==> config.mk <==
export PLATFORM = sky130hd
export DESIGN_NAME = load_store_unit_flat
export DESIGN_NICKNAME = d
export VERILOG_FILES = /design/src/rtl/load_store_unit_if.sv /design/src/rtl/load_store_unit.sv /design/src/flat_wrapper.sv
export SDC_FILE = /design/constraint.sdc
export NUM_CORES = 1
export LEC_CHECK = 0
export ABC_AREA = 1
export CAP_MARGIN = 10
export CORE_ASPECT_RATIO = 1.4
export CORE_MARGIN = 2
export CORE_UTILIZATION = 40
export CTS_BUF_LIST = sky130_fd_sc_hd__clkbuf_4 sky130_fd_sc_hd__clkbuf_8
export DETAILED_ROUTE_END_ITERATION = 8
export PLACE_DENSITY = 0.74
export SLEW_MARGIN = 10
export SYNTH_ARGS = -nofsm -noshare
export SYNTH_HDL_FRONTEND = slang
export SYNTH_SLANG_ARGS = --single-unit
==> constraint.sdc <==
create_clock -name clk -period 3.7 [get_ports clk]
set_input_delay 0.74 -clock clk [delete_from_list [all_inputs] [get_ports clk]]
set_output_delay 0.74 -clock clk [all_outputs]
set_load 0.005 [all_outputs]
==> src/rtl/load_store_unit_if.sv <==
// load_store_unit_if: data-memory bus between the LSU and memory/interconnect.
// Address phase req/gnt, response phase rvalid/err/rdata.
interface load_store_unit_if #(
  parameter int ADDR_WIDTH = 32
) ();

  logic                  data_req;
  logic                  data_gnt;
  logic                  data_rvalid;
  logic                  data_err;
  logic [ADDR_WIDTH-1:0] data_addr;
  logic                  data_we;
  logic [3:0]            data_be;
  logic [31:0]           data_wdata;
  logic [31:0]           data_rdata;

  modport master (
    output data_req,
    output data_addr,
    output data_we,
    output data_be,
    output data_wdata,
    input  data_gnt,
    input  data_rvalid,
    input  data_err,
    input  data_rdata
  );

  modport slave (
    input  data_req,
    input  data_addr,
    input  data_we,
    input  data_be,
    input  data_wdata,
    output data_gnt,
    output data_rvalid,
    output data_err,
    output data_rdata
  );

endinterface

==> src/rtl/load_store_unit.sv <==
// load_store_unit: one outstanding load/store on the data bus, byte lanes + extension.
// Define MISALIGNED_SPLIT_EN to split word-crossing misaligned accesses into two beats.
module load_store_unit #(
  parameter int ADDR_WIDTH     = 32,
  parameter int TIMEOUT_CYCLES = 0
) (
  input  logic                  clk,
  input  logic                  rst_n,
  input  logic                  lsu_en_i,
  input  logic                  lsu_we_i,
  input  logic [1:0]            lsu_size_i,
  input  logic                  lsu_sign_ext_i,
  input  logic [ADDR_WIDTH-1:0] lsu_addr_i,
  input  logic [31:0]           lsu_wdata_i,
  output logic                  lsu_done_o,
  output logic [31:0]           lsu_rdata_o,
  output logic                  lsu_err_o,
  load_store_unit_if.master     bus
);

`ifdef MISALIGNED_SPLIT_EN
  typedef enum logic [2:0] {
    IDLE, ADDR, RESP, ADDR_HI, RESP_HI, DONE
  } state_t;
`else
  typedef enum logic [1:0] {
    IDLE, ADDR, RESP, DONE
  } state_t;
`endif

  localparam logic [31:0] TO_LAST =
    (TIMEOUT_CYCLES > 0) ? 32'(TIMEOUT_CYCLES - 1) : 32'd0;

  state_t                state;
  logic [31:0]           cnt;
  logic                  req_q;
  logic                  we_q;
  logic [3:0]            be_q;
  logic [ADDR_WIDTH-1:0] addr_q;
  logic [31:0]           wdata_q;
  logic                  done_q;
  logic                  err_q;
  logic [31:0]           rdata_q;
  logic [1:0]            off_q;
  logic [1:0]            size_q;
  logic                  sext_q;

  logic [1:0]  off;
  logic        sz_b;
  logic        sz_h;
  logic        sz_w;
  logic        sz_bad;
  logic [3:0]  base_be;
  logic [31:0] rep;
  logic        mis;
  logic        ok;
  logic [3:0]  lo_be;
  logic [31:0] lo_wd;
  logic [31:0] sh;
  logic [31:0] ext;
  logic        to_hit;

  assign bus.data_req   = req_q;
  assign bus.data_we    = we_q;
  assign bus.data_be    = be_q;
  assign bus.data_addr  = addr_q;
  assign bus.data_wdata = wdata_q;
  assign lsu_done_o     = done_q;
  assign lsu_err_o      = err_q;
  assign lsu_rdata_o    = rdata_q;

  always_comb begin
    off    = lsu_addr_i[1:0];
    sz_b   = 1'b0;
    sz_h   = 1'b0;
    sz_w   = 1'b0;
    sz_bad = 1'b0;
    unique case (1'b1)
      (lsu_size_i == 2'b00): sz_b   = 1'b1;
      (lsu_size_i == 2'b01): sz_h   = 1'b1;
      (lsu_size_i == 2'b10): sz_w   = 1'b1;
      default:               sz_bad = 1'b1;
    endcase
    base_be = sz_w ? 4'b1111 :
              sz_h ? 4'b0011 :
              sz_b ? 4'b0001 : 4'b0000;
    rep = sz_b ? {4{lsu_wdata_i[7:0]}} :
          sz_h ? {2{lsu_wdata_i[15:0]}} :
                 lsu_wdata_i;
    mis = (sz_h & off[0]) |
          (sz_w & (off != 2'b00));
  end

`ifdef MISALIGNED_SPLIT_EN
  logic        cross;
  logic [7:0]  be64;
  logic [63:0] wd64;
  logic        split_q;
  logic [3:0]  hi_be_q;
  logic [31:0] hi_wd_q;
  logic [31:0] lo_q;
  logic [63:0] merged;

  assign cross = (sz_h & (off == 2'b11)) |
                 (sz_w & (off != 2'b00));
  assign be64  = {4'b0000, base_be} << off;
  assign wd64  = {32'b0, lsu_wdata_i} << {off, 3'b000};
  assign lo_be = be64[3:0];
  // Aligned stores keep plain lane replication.
  assign lo_wd = mis ? wd64[31:0] : rep;
  assign ok    = !sz_bad;

  assign merged = split_q ?
    {bus.data_rdata, lo_q} :
    {32'b0, bus.data_rdata};
  assign sh = 32'(merged >> {off_q, 3'b000});
`else
  assign lo_be = base_be << off;
  assign lo_wd = rep;
  assign ok    = !sz_bad && !mis;
  assign sh    = bus.data_rdata >> {off_q, 3'b000};
`endif

  always_comb begin
    ext = sh;
    unique case (1'b1)
      (size_q == 2'b00):
        ext = sext_q ? {{24{sh[7]}}, sh[7:0]}
                     : {24'b0, sh[7:0]};
      (size_q == 2'b01):
        ext = sext_q ? {{16{sh[15]}}, sh[15:0]}
                     : {16'b0, sh[15:0]};
      default: ext = sh;
    endcase
  end

  assign to_hit = (TIMEOUT_CYCLES > 0) &&
                  (cnt == TO_LAST);

  always_ff @(posedge clk or negedge rst_n) begin
    if (!rst_n) begin
      state   <= IDLE;
      cnt     <= '0;
      req_q   <= 1'b0;
      we_q    <= 1'b0;
      be_q    <= '0;
      addr_q  <= '0;
      wdata_q <= '0;
      done_q  <= 1'b0;
      err_q   <= 1'b0;
      rdata_q <= '0;
      off_q   <= '0;
      size_q  <= '0;
      sext_q  <= 1'b0;
`ifdef MISALIGNED_SPLIT_EN
      split_q <= 1'b0;
      hi_be_q <= '0;
      hi_wd_q <= '0;
      lo_q    <= '0;
`endif
    end else begin
      unique case (state)
        IDLE: begin
          cnt <= '0;
          if (lsu_en_i) begin
            off_q  <= off;
            size_q <= lsu_size_i;
            sext_q <= lsu_sign_ext_i;
            if (ok) begin
              state   <= ADDR;
              req_q   <= 1'b1;
              we_q    <= lsu_we_i;
              be_q    <= lo_be;
              wdata_q <= lo_wd;
              addr_q  <= {lsu_addr_i[ADDR_WIDTH-1:2], 2'b00};
`ifdef MISALIGNED_SPLIT_EN
              split_q <= cross;
              hi_be_q <= be64[7:4];
              hi_wd_q <= wd64[63:32];
`endif
            end else begin
              state  <= DONE;
              done_q <= 1'b1;
              err_q  <= 1'b1;
            end
          end
        end
        ADDR: begin
          if (bus.data_gnt) begin
            state <= RESP;
            req_q <= 1'b0;
            cnt   <= '0;
          end else if (to_hit) begin
            state  <= DONE;
            req_q  <= 1'b0;
            done_q <= 1'b1;
            err_q  <= 1'b1;
            cnt    <= '0;
          end else begin
            cnt <= cnt + 32'd1;
          end
        end
        RESP: begin
          if (bus.data_rvalid) begin
            cnt <= '0;
`ifdef MISALIGNED_SPLIT_EN
            // First beat of a split: park the low word, issue A+4.
            if (split_q && !bus.data_err) begin
              state   <= ADDR_HI;
              req_q   <= 1'b1;
              addr_q  <= addr_q + ADDR_WIDTH'(4);
              be_q    <= hi_be_q;
              wdata_q <= hi_wd_q;
              lo_q    <= bus.data_rdata;
            end else
`endif
            begin
              state  <= DONE;
              done_q <= 1'b1;
              err_q  <= bus.data_err;
              if (bus.data_err)
                rdata_q <= '0;
              else if (!we_q)
                rdata_q <= ext;
            end
          end else if (to_hit) begin
            state  <= DONE;
            done_q <= 1'b1;
            err_q  <= 1'b1;
            cnt    <= '0;
          end else begin
            cnt <= cnt + 32'd1;
          end
        end
`ifdef MISALIGNED_SPLIT_EN
        ADDR_HI: begin
          if (bus.data_gnt) begin
            state <= RESP_HI;
            req_q <= 1'b0;
            cnt   <= '0;
          end else if (to_hit) begin
            state  <= DONE;
            req_q  <= 1'b0;
            done_q <= 1'b1;
            err_q  <= 1'b1;
            cnt    <= '0;
          end else begin
            cnt <= cnt + 32'd1;
          end
        end
        RESP_HI: begin
          if (bus.data_rvalid) begin
            state  <= DONE;
            done_q <= 1'b1;
            err_q  <= bus.data_err;
            cnt    <= '0;
            if (bus.data_err)
              rdata_q <= '0;
            else if (!we_q)
              rdata_q <= ext;
          end else if (to_hit) begin
            state  <= DONE;
            done_q <= 1'b1;
            err_q  <= 1'b1;
            cnt    <= '0;
          end else begin
            cnt <= cnt + 32'd1;
          end
        end
`endif
        DONE: begin
          // lsu_en_i deliberately ignored here.
          state  <= IDLE;
          done_q <= 1'b0;
          err_q  <= 1'b0;
          cnt    <= '0;
        end
        default: state <= IDLE;
      endcase
    end
  end

endmodule

==> src/flat_wrapper.sv <==
// flat-port wrapper written by rule: the top's interface ports become plain ports
module load_store_unit_flat 
#(
  parameter int ADDR_WIDTH     = 32,
  parameter int TIMEOUT_CYCLES = 0
)
  (clk, rst_n, lsu_en_i, lsu_we_i, lsu_size_i, lsu_sign_ext_i, lsu_addr_i, lsu_wdata_i, lsu_done_o, lsu_rdata_o, lsu_err_o, bus_data_req, bus_data_addr, bus_data_we, bus_data_be, bus_data_wdata, bus_data_gnt, bus_data_rvalid, bus_data_err, bus_data_rdata);
  load_store_unit_if #(.ADDR_WIDTH(ADDR_WIDTH)) bus_i ();
  input  logic clk;
  input  logic rst_n;
  input  logic lsu_en_i;
  input  logic lsu_we_i;
  input  logic [1:0] lsu_size_i;
  input  logic lsu_sign_ext_i;
  input  logic [ADDR_WIDTH-1:0] lsu_addr_i;
  input  logic [31:0] lsu_wdata_i;
  output logic lsu_done_o;
  output logic [31:0] lsu_rdata_o;
  output logic lsu_err_o;
  output wire logic [$bits(bus_i.data_req)-1:0] bus_data_req;
  output wire logic [$bits(bus_i.data_addr)-1:0] bus_data_addr;
  output wire logic [$bits(bus_i.data_we)-1:0] bus_data_we;
  output wire logic [$bits(bus_i.data_be)-1:0] bus_data_be;
  output wire logic [$bits(bus_i.data_wdata)-1:0] bus_data_wdata;
  input wire logic [$bits(bus_i.data_gnt)-1:0] bus_data_gnt;
  input wire logic [$bits(bus_i.data_rvalid)-1:0] bus_data_rvalid;
  input wire logic [$bits(bus_i.data_err)-1:0] bus_data_err;
  input wire logic [$bits(bus_i.data_rdata)-1:0] bus_data_rdata;
  assign bus_data_req = bus_i.data_req;
  assign bus_data_addr = bus_i.data_addr;
  assign bus_data_we = bus_i.data_we;
  assign bus_data_be = bus_i.data_be;
  assign bus_data_wdata = bus_i.data_wdata;
  assign bus_i.data_gnt = bus_data_gnt;
  assign bus_i.data_rvalid = bus_data_rvalid;
  assign bus_i.data_err = bus_data_err;
  assign bus_i.data_rdata = bus_data_rdata;
  load_store_unit #(.ADDR_WIDTH(ADDR_WIDTH), .TIMEOUT_CYCLES(TIMEOUT_CYCLES)) u_core (.clk(clk), .rst_n(rst_n), .lsu_en_i(lsu_en_i), .lsu_we_i(lsu_we_i), .lsu_size_i(lsu_size_i), .lsu_sign_ext_i(lsu_sign_ext_i), .lsu_addr_i(lsu_addr_i), .lsu_wdata_i(lsu_wdata_i), .lsu_done_o(lsu_done_o), .lsu_rdata_o(lsu_rdata_o), .lsu_err_o(lsu_err_o), .bus(bus_i));
endmodule
==> results of run 1 <==
routing by layer:
layer	vias to the layer above	part of all wire [%]	GRT usage [%]
li1	2667	-	-
met3	36	8.3	6.14
met5	-	0	0
met1	2399	40	25.2
met2	201	49	37.0
met4	0	2.9	7.62
critical path, cell delays in order:
cell	delay, ns
clkdlybuf4s50_1	0.47
inv_1	0.12
ha_1	0.40
or2_1	0.16
nand2_1	0.06
nand2_1	0.12
nor2_4	0.04
inv_2	0.48
buf_12	0.29
o21ai_0	0.10
area by class of cell:
cell class | instances | area, um2 | area share [%]
Clock buffer | 10 | 138 | 1.75
Clock inverter | 6 | 68.8 | 0.877
Inverter | 53 | 199 | 2.54
Multi-Input combinational cell | 538 | 2320 | 29.6
Sequential cell | 109 | 2730 | 34.8
Tap cell | 182 | 228 | 2.90
Timing Repair Buffer | 218 | 2160 | 27.6
how the worst max path moves through the flow:
stage / startpoint / endpoint / cells past startpoint
global route: lsu_size_i[1] / u_core.bus.data_wdata[0] / 11
finish: lsu_size_i[1] / u_core.bus.data_wdata[1] / 10
floorplan: lsu_size_i[1] / u_core.bus.data_wdata[10] / 12
global placement: lsu_size_i[1] / u_core.bus.data_be[2] / 10
detailed placement: lsu_size_i[1] / u_core.bus.data_wdata[1] / 10
CTS: lsu_size_i[1] / u_core.bus.data_be[2] / 11
power breakdown:
| group | switching [mW] | total, mW | leakage [nW] | internal (mW) |
|---|---|---|---|---|
| Combinational | 1.28 | 2.66 | 2.50 | 1.37 |
| Clock | 0.428 | 0.765 | 0.103 | 0.337 |
| Sequential | 0.318 | 2.03 | 1.39 | 1.71 |
| Total | 2.03 | 5.45 | 3.98 | 3.42 |
registers in the layout, summed over array words and instances (netlist names):
name	flops
u_core.size_q	2
u_core.bus.data_wdata	32
u_core.bus.data_be	4
u_core.lsu_done_o	1
u_core.sext_q	1
u_core.lsu_err_o	1
u_core.lsu_rdata_o	32
u_core.bus.data_addr	30
u_core.bus.data_req	1
u_core.bus.data_we	1
u_core.off_q	2
u_core.state	2
cells by family after synthesis:
group,Yosys count
buf+inv,92
fa+ha+maj,10
other cells,1
simple gates,436
flops,109
compound gates,90
placed cells by master (no fill, tap or decap), types with 2 or more instances in the layout:
cell,count
nand2_1,368
clkdlybuf4s50_1,206
dfrtp_1,109
o21ai_0,53
inv_1,50
nand3_1,33
nor2_1,26
a21oi_1,14
buf_4,11
o21ai_1,10
ha_1,10
clkbuf_8,10
o22ai_1,9
o211ai_1,4
inv_2,3
nor3_1,3
conb_1,2
inv_6,2
==> results.md, run 1 <==
- Fin. max-slew vios: 0
- Placed Cells: around 1.1k
- Fmax achieved: ~360 MHz
- DRT iter0 DRCs: 179
- Post-CTS Hold Buffers: 0
- Grt ovf: 0
- CTS resizes: 0
- Largest net degree at the start of global routing: 52
- Post-Route WL: 15500 um
- Clock buffer depth: 2
- Final Util: about three fifths
- Lkg Pwr: about 4 nW
- Complex-gate fraction of the synthesized area: 8.61%
- Tmin final: 2.75 ns
- Overall power: around 5.5 mW
- Core Region: 13400 um2
- # DRC: 0
- Diode count: 0
- Post-synth top area share: 49.8%
- Final Cycle Share: between 70% and 80%
- Adder-Cell Fraction of Synth Area: 2.28%
- CTS H-tree lvls: 3
- Die Area: between 10000 and 15000 um2
- R2R Setup Slk: approximately 1.6 ns
- Ports: 210
- Initial antenna violation count: 0
- Synth Area in Simple Gates: between 30% and 40%
- First-pass GRT wire length: between 20000 and 25000 um
- Fin nets: between 1k and 1.5k
- Setup violations, final: 0
- Slew HR: between 40% and 50%
- Post-synthesis mux area share: 0%
- CTS Buf Count: 9
- Max-cap violation count: 0
- Startpoint types: input port
- Vias per cell: 4.75
- Worst hold path class: input port to asynchronous set/reset pin
- CP Class: input port to flip-flop
- WP data required: about 4 ns
- Fin area: ~8000 um2
- Tightest Pin Transition: just under 0.8 ns
- Placer Congestion: a little under 0.9
- Yosys cell types: 25
- Share of cells above drive strength 1: between 3 and 4%
- Synth cell count leaders: nand2_1, dfrtp_1, o21ai_0, inv_1, nand3_1
- Post-DP HPWL: ~11000 um
- Worst r2r src: u_core.state[0]
- CTS tree: done
- Worst R2R Path Depth: 7
- Post-synth EDFFs: 0
- Antenna viol nets, final: 0
- CP Data Arrival Time: 3.00 ns
- R2r endpoint: u_core.bus.data_wdata[1]
- Yosys top cell by area: dfrtp_1
- Worst-path clk slew: ~0.1 ns
- Die Span Y: ~140 um
- Netlist Area Pre-Place: between 5000 and 6000 um2
- Synth-to-Final Area Change: 43.2%
- GRT Total Usage: about 22%
- VDD IR max: 310 uV
- Final Hold Viols: 0
- Number of clock sinks: 109
- Power Density: a little under 700 nW/um2
- Synth Area in XOR/XNOR: 0%
- Non-Filler Instances: approximately 1.1k
- Number of global-route vias before repair: 5261
- First-pass iteration count of the detailed router: 4
- Setup crit end kind: flip-flop
- Total number of vias: 5303
- Critical Path Fanout Max: 45
- Seq/Total Area, Yosys: around half
- Wirelength per Cell: approximately 14 um
- I/O Buffers: about 210
- Largest family of logic cells by synthesized area: simple AND/OR/NAND/NOR gates
- Worst setup margin: around 0.95 ns
- Seq cells post-synth: ~110
- Fillers: around 1.3k
- Final Hold Slack: 0.387 ns
- Dpl ws: approximately 0.54 ns
- Async S/R FF share, synth: between 90% and 100%
- RSZ-0062 raised after global routing: no
- Gate Count Post-Synth: approximately 740
- DP Area: between 7000 and 8000 um2
- DIE WIDTH: about 100 um
- Initial Util: between 40% and 50%
- Num rows: 50
- # Post-CTS Setup Buffers: 0
- Top-count cell post-synth: nand2_1
- Number of synthesis warnings: 0
- Clk root buf: clkbuf_8
- Fin Setup TNS: 0 ns
- Status: finished clean
- Worst-skew pair later-pin latency: between 0.3 and 0.4 ns
- Synth area leaders: dfrtp_1, nand2_1, o21ai_0
- Predominant post-synthesis flop cell: dfrtp_1
- Syn_area_per_cell: approximately 7.4 um2
- Clock Skews: roughly 0.012 ns
(Power assumes the default switching activity.)
==> inputs of run 2 (changes only) <==
==> constraint.sdc (replaced) <==
create_clock -name clk -period 2.7 [get_ports clk]
set_input_delay 0.54 -clock clk [delete_from_list [all_inputs] [get_ports clk]]
set_output_delay 0.54 -clock clk [all_outputs]
set_load 0.005 [all_outputs]
==> run 2 against run 1 <==
Effect of this change:
- via count grew 0.36%
- die area is the same
- sequential share of layout area shrank 0.23 points
- non-clock buffer count grew 4
- first-iteration DRC count grew 11%
- worst hold slack lost 0.18 ns
- count of clock-buffer cells in the layout grew 1
- cell count grew 0.36%
- largest power group unchanged
- combinational power grew 40%
- final area grew 0.65%
- critical path type unchanged
- register-to-register slack lost 0.74 ns
==> results.md, run 2 (synthesis gave the netlist of run 1 again) <==
- Status: finished clean
- Post-DP HPWL: 11400 um
- CTS Buf Count: 9
- Worst-skew pair later-pin latency: 0.36 ns
- Diode count: 0
- CP Data Arrival Time: 2.39 ns
- Worst-path clk slew: 0.10 ns
- CTS tree: done
- Antenna viol nets, final: 0
- Worst hold path class: input port to asynchronous set/reset pin
- Share of cells above drive strength 1: under 10%
- Final Hold Slack: 0.203 ns
- Post-CTS Hold Buffers: 0
- Final Hold Viols: 0
- Core Region: between 10000 and 15000 um2
- Ports: 210
- Die Span Y: around 140 um
- # Post-CTS Setup Buffers: 0
- Final Cycle Share: approximately 80%
- Placer Congestion: around 0.86
- Fmax achieved: approximately 460 MHz
- CTS H-tree lvls: 3
- Most common cell after layout, fill and taps aside: nand2_1
- Post-Route WL: ~16000 um
- Synth-to-Final Area Change: 44.1%
- R2R Setup Slk: 0.85 ns
- Most frequent cells in the layout: nand2_1, clkdlybuf4s50_1, dfrtp_1
- Total number of vias: between 5k and 6k
- Fin area: between 7000 and 8000 um2
- Worst setup margin: approximately 0.54 ns
- GRT Total Usage: between 20% and 30%
- Critical Path Fanout Max: 84
- DRT iter0 DRCs: between 150 and 200
- CP Class: input port to flip-flop
- Fin. max-slew vios: 0
- I/O Buffers: 207
- Setup violations, final: 0
- Initial antenna violation count: 0
- Setup crit end kind: flip-flop
- Num rows: 50
- Fin nets: 1049
- Critical path startpoint: lsu_size_i[0]
- Initial Util: about 41%
- First-pass GRT wire length: between 20000 and 25000 um
- Lkg Pwr: 4.02 nW
- DIE WIDTH: ~100 um
- Clock Skews: 0.0174 ns
- Power Density: between 900 and 1000 nW/um2
- Slew HR: a little over half
- Worst r2r src: u_core.state[0]
- Clk root buf: clkbuf_8
- Overall power: roughly 7.5 mW
- Wirelength per Cell: between 10 and 15 um
- Fin Setup TNS: 0 ns
- Tightest Pin Transition: around 0.69 ns
- Number of global-route vias before repair: 5190
- Grt ovf: 0
- WP data required: just under 3 ns
- Startpoint types: input port
- Max-cap violation count: 0
- Vias per cell: 4.75
- Fillers: ~1.3k
- Clock buffer depth: 2
- DP Area: ~7700 um2
- Worst R2R Path Depth: 8
- Largest net degree at the start of global routing: 85
- # DRC: 0
- Tmin final: between 2 and 2.5 ns
- Dpl ws: around 0.16 ns
- R2r endpoint: u_core.bus.data_be[2]
- Die Area: approximately 15000 um2
- First-pass iteration count of the detailed router: 4
- RSZ-0062 raised after global routing: no
- CTS resizes: 0
- VDD IR max: 443 uV
- Number of clock sinks: roughly 110
[run 2: cell count changes in the layout (fill, tap and decap cells not counted), sizes merged]
| cell | before | now |
|---|---|---|
| inv | 55 | 54 |
| clkbuf | 10 | 11 |
| clkinv | 2 | 3 |
| buf | 12 | 16 |
| clkinvlp | 1 | 0 |
[run 2: area by class of cell]
cell class	instances	area (um2)	area share [%]
Clock buffer	11	145	1.84
Clock inverter	5	57.6	0.729
Tap cell	182	228	2.88
Timing Repair Buffer	222	2220	28.1
Sequential cell	109	2730	34.5
Inverter	53	199	2.52
Multi-Input combinational cell	538	2320	29.4
[run 2: worst max path at each step]
stage,to,slack (ns)
finish,u_core.bus.data_be[2],0.54
floorplan,u_core.bus.data_wdata[10],0.78
CTS,u_core.bus.data_wdata[13],0.57
global placement,u_core.bus.data_be[2],0.22
global route,u_core.bus.data_wdata[13],0.46
detailed placement,u_core.bus.data_wdata[13],0.16
[run 2: worst max-delay path, stage by stage]
cell and delay [ns]:
clkdlybuf4s50_1 0.54, inv_1 0.09, ha_1 0.24, or2_1 0.21, nand2_1 0.07, nand2_1 0.09
nor2_4 0.13, inv_2 0.06, buf_12 0.20, nand2_1 0.09, o21ai_0 0.08
[run 2: routing by layer]
metal,share of wire [%],up-vias,track usage (%)
li1,-,2676,-
met2,51,205,37.8
met3,7.7,22,6.63
met5,0,-,0
met1,39,2419,25.0
met4,2.4,0,8.10
[run 2: stage by stage]
step / std cells / util [%]
floorplan: 739 / -
global placement: 1104 / 57.5
detailed placement: 1104 / 57.5
CTS: 1120 / 59.0
global route: 1120 / 59.0
finish: 1120 / 59.0
[run 2: where the power goes]
part           internal (mW)  total, mW  switching, mW
clock                  0.468       1.03          0.558
combinational           1.91       3.72           1.81
sequential              2.35       2.75          0.406
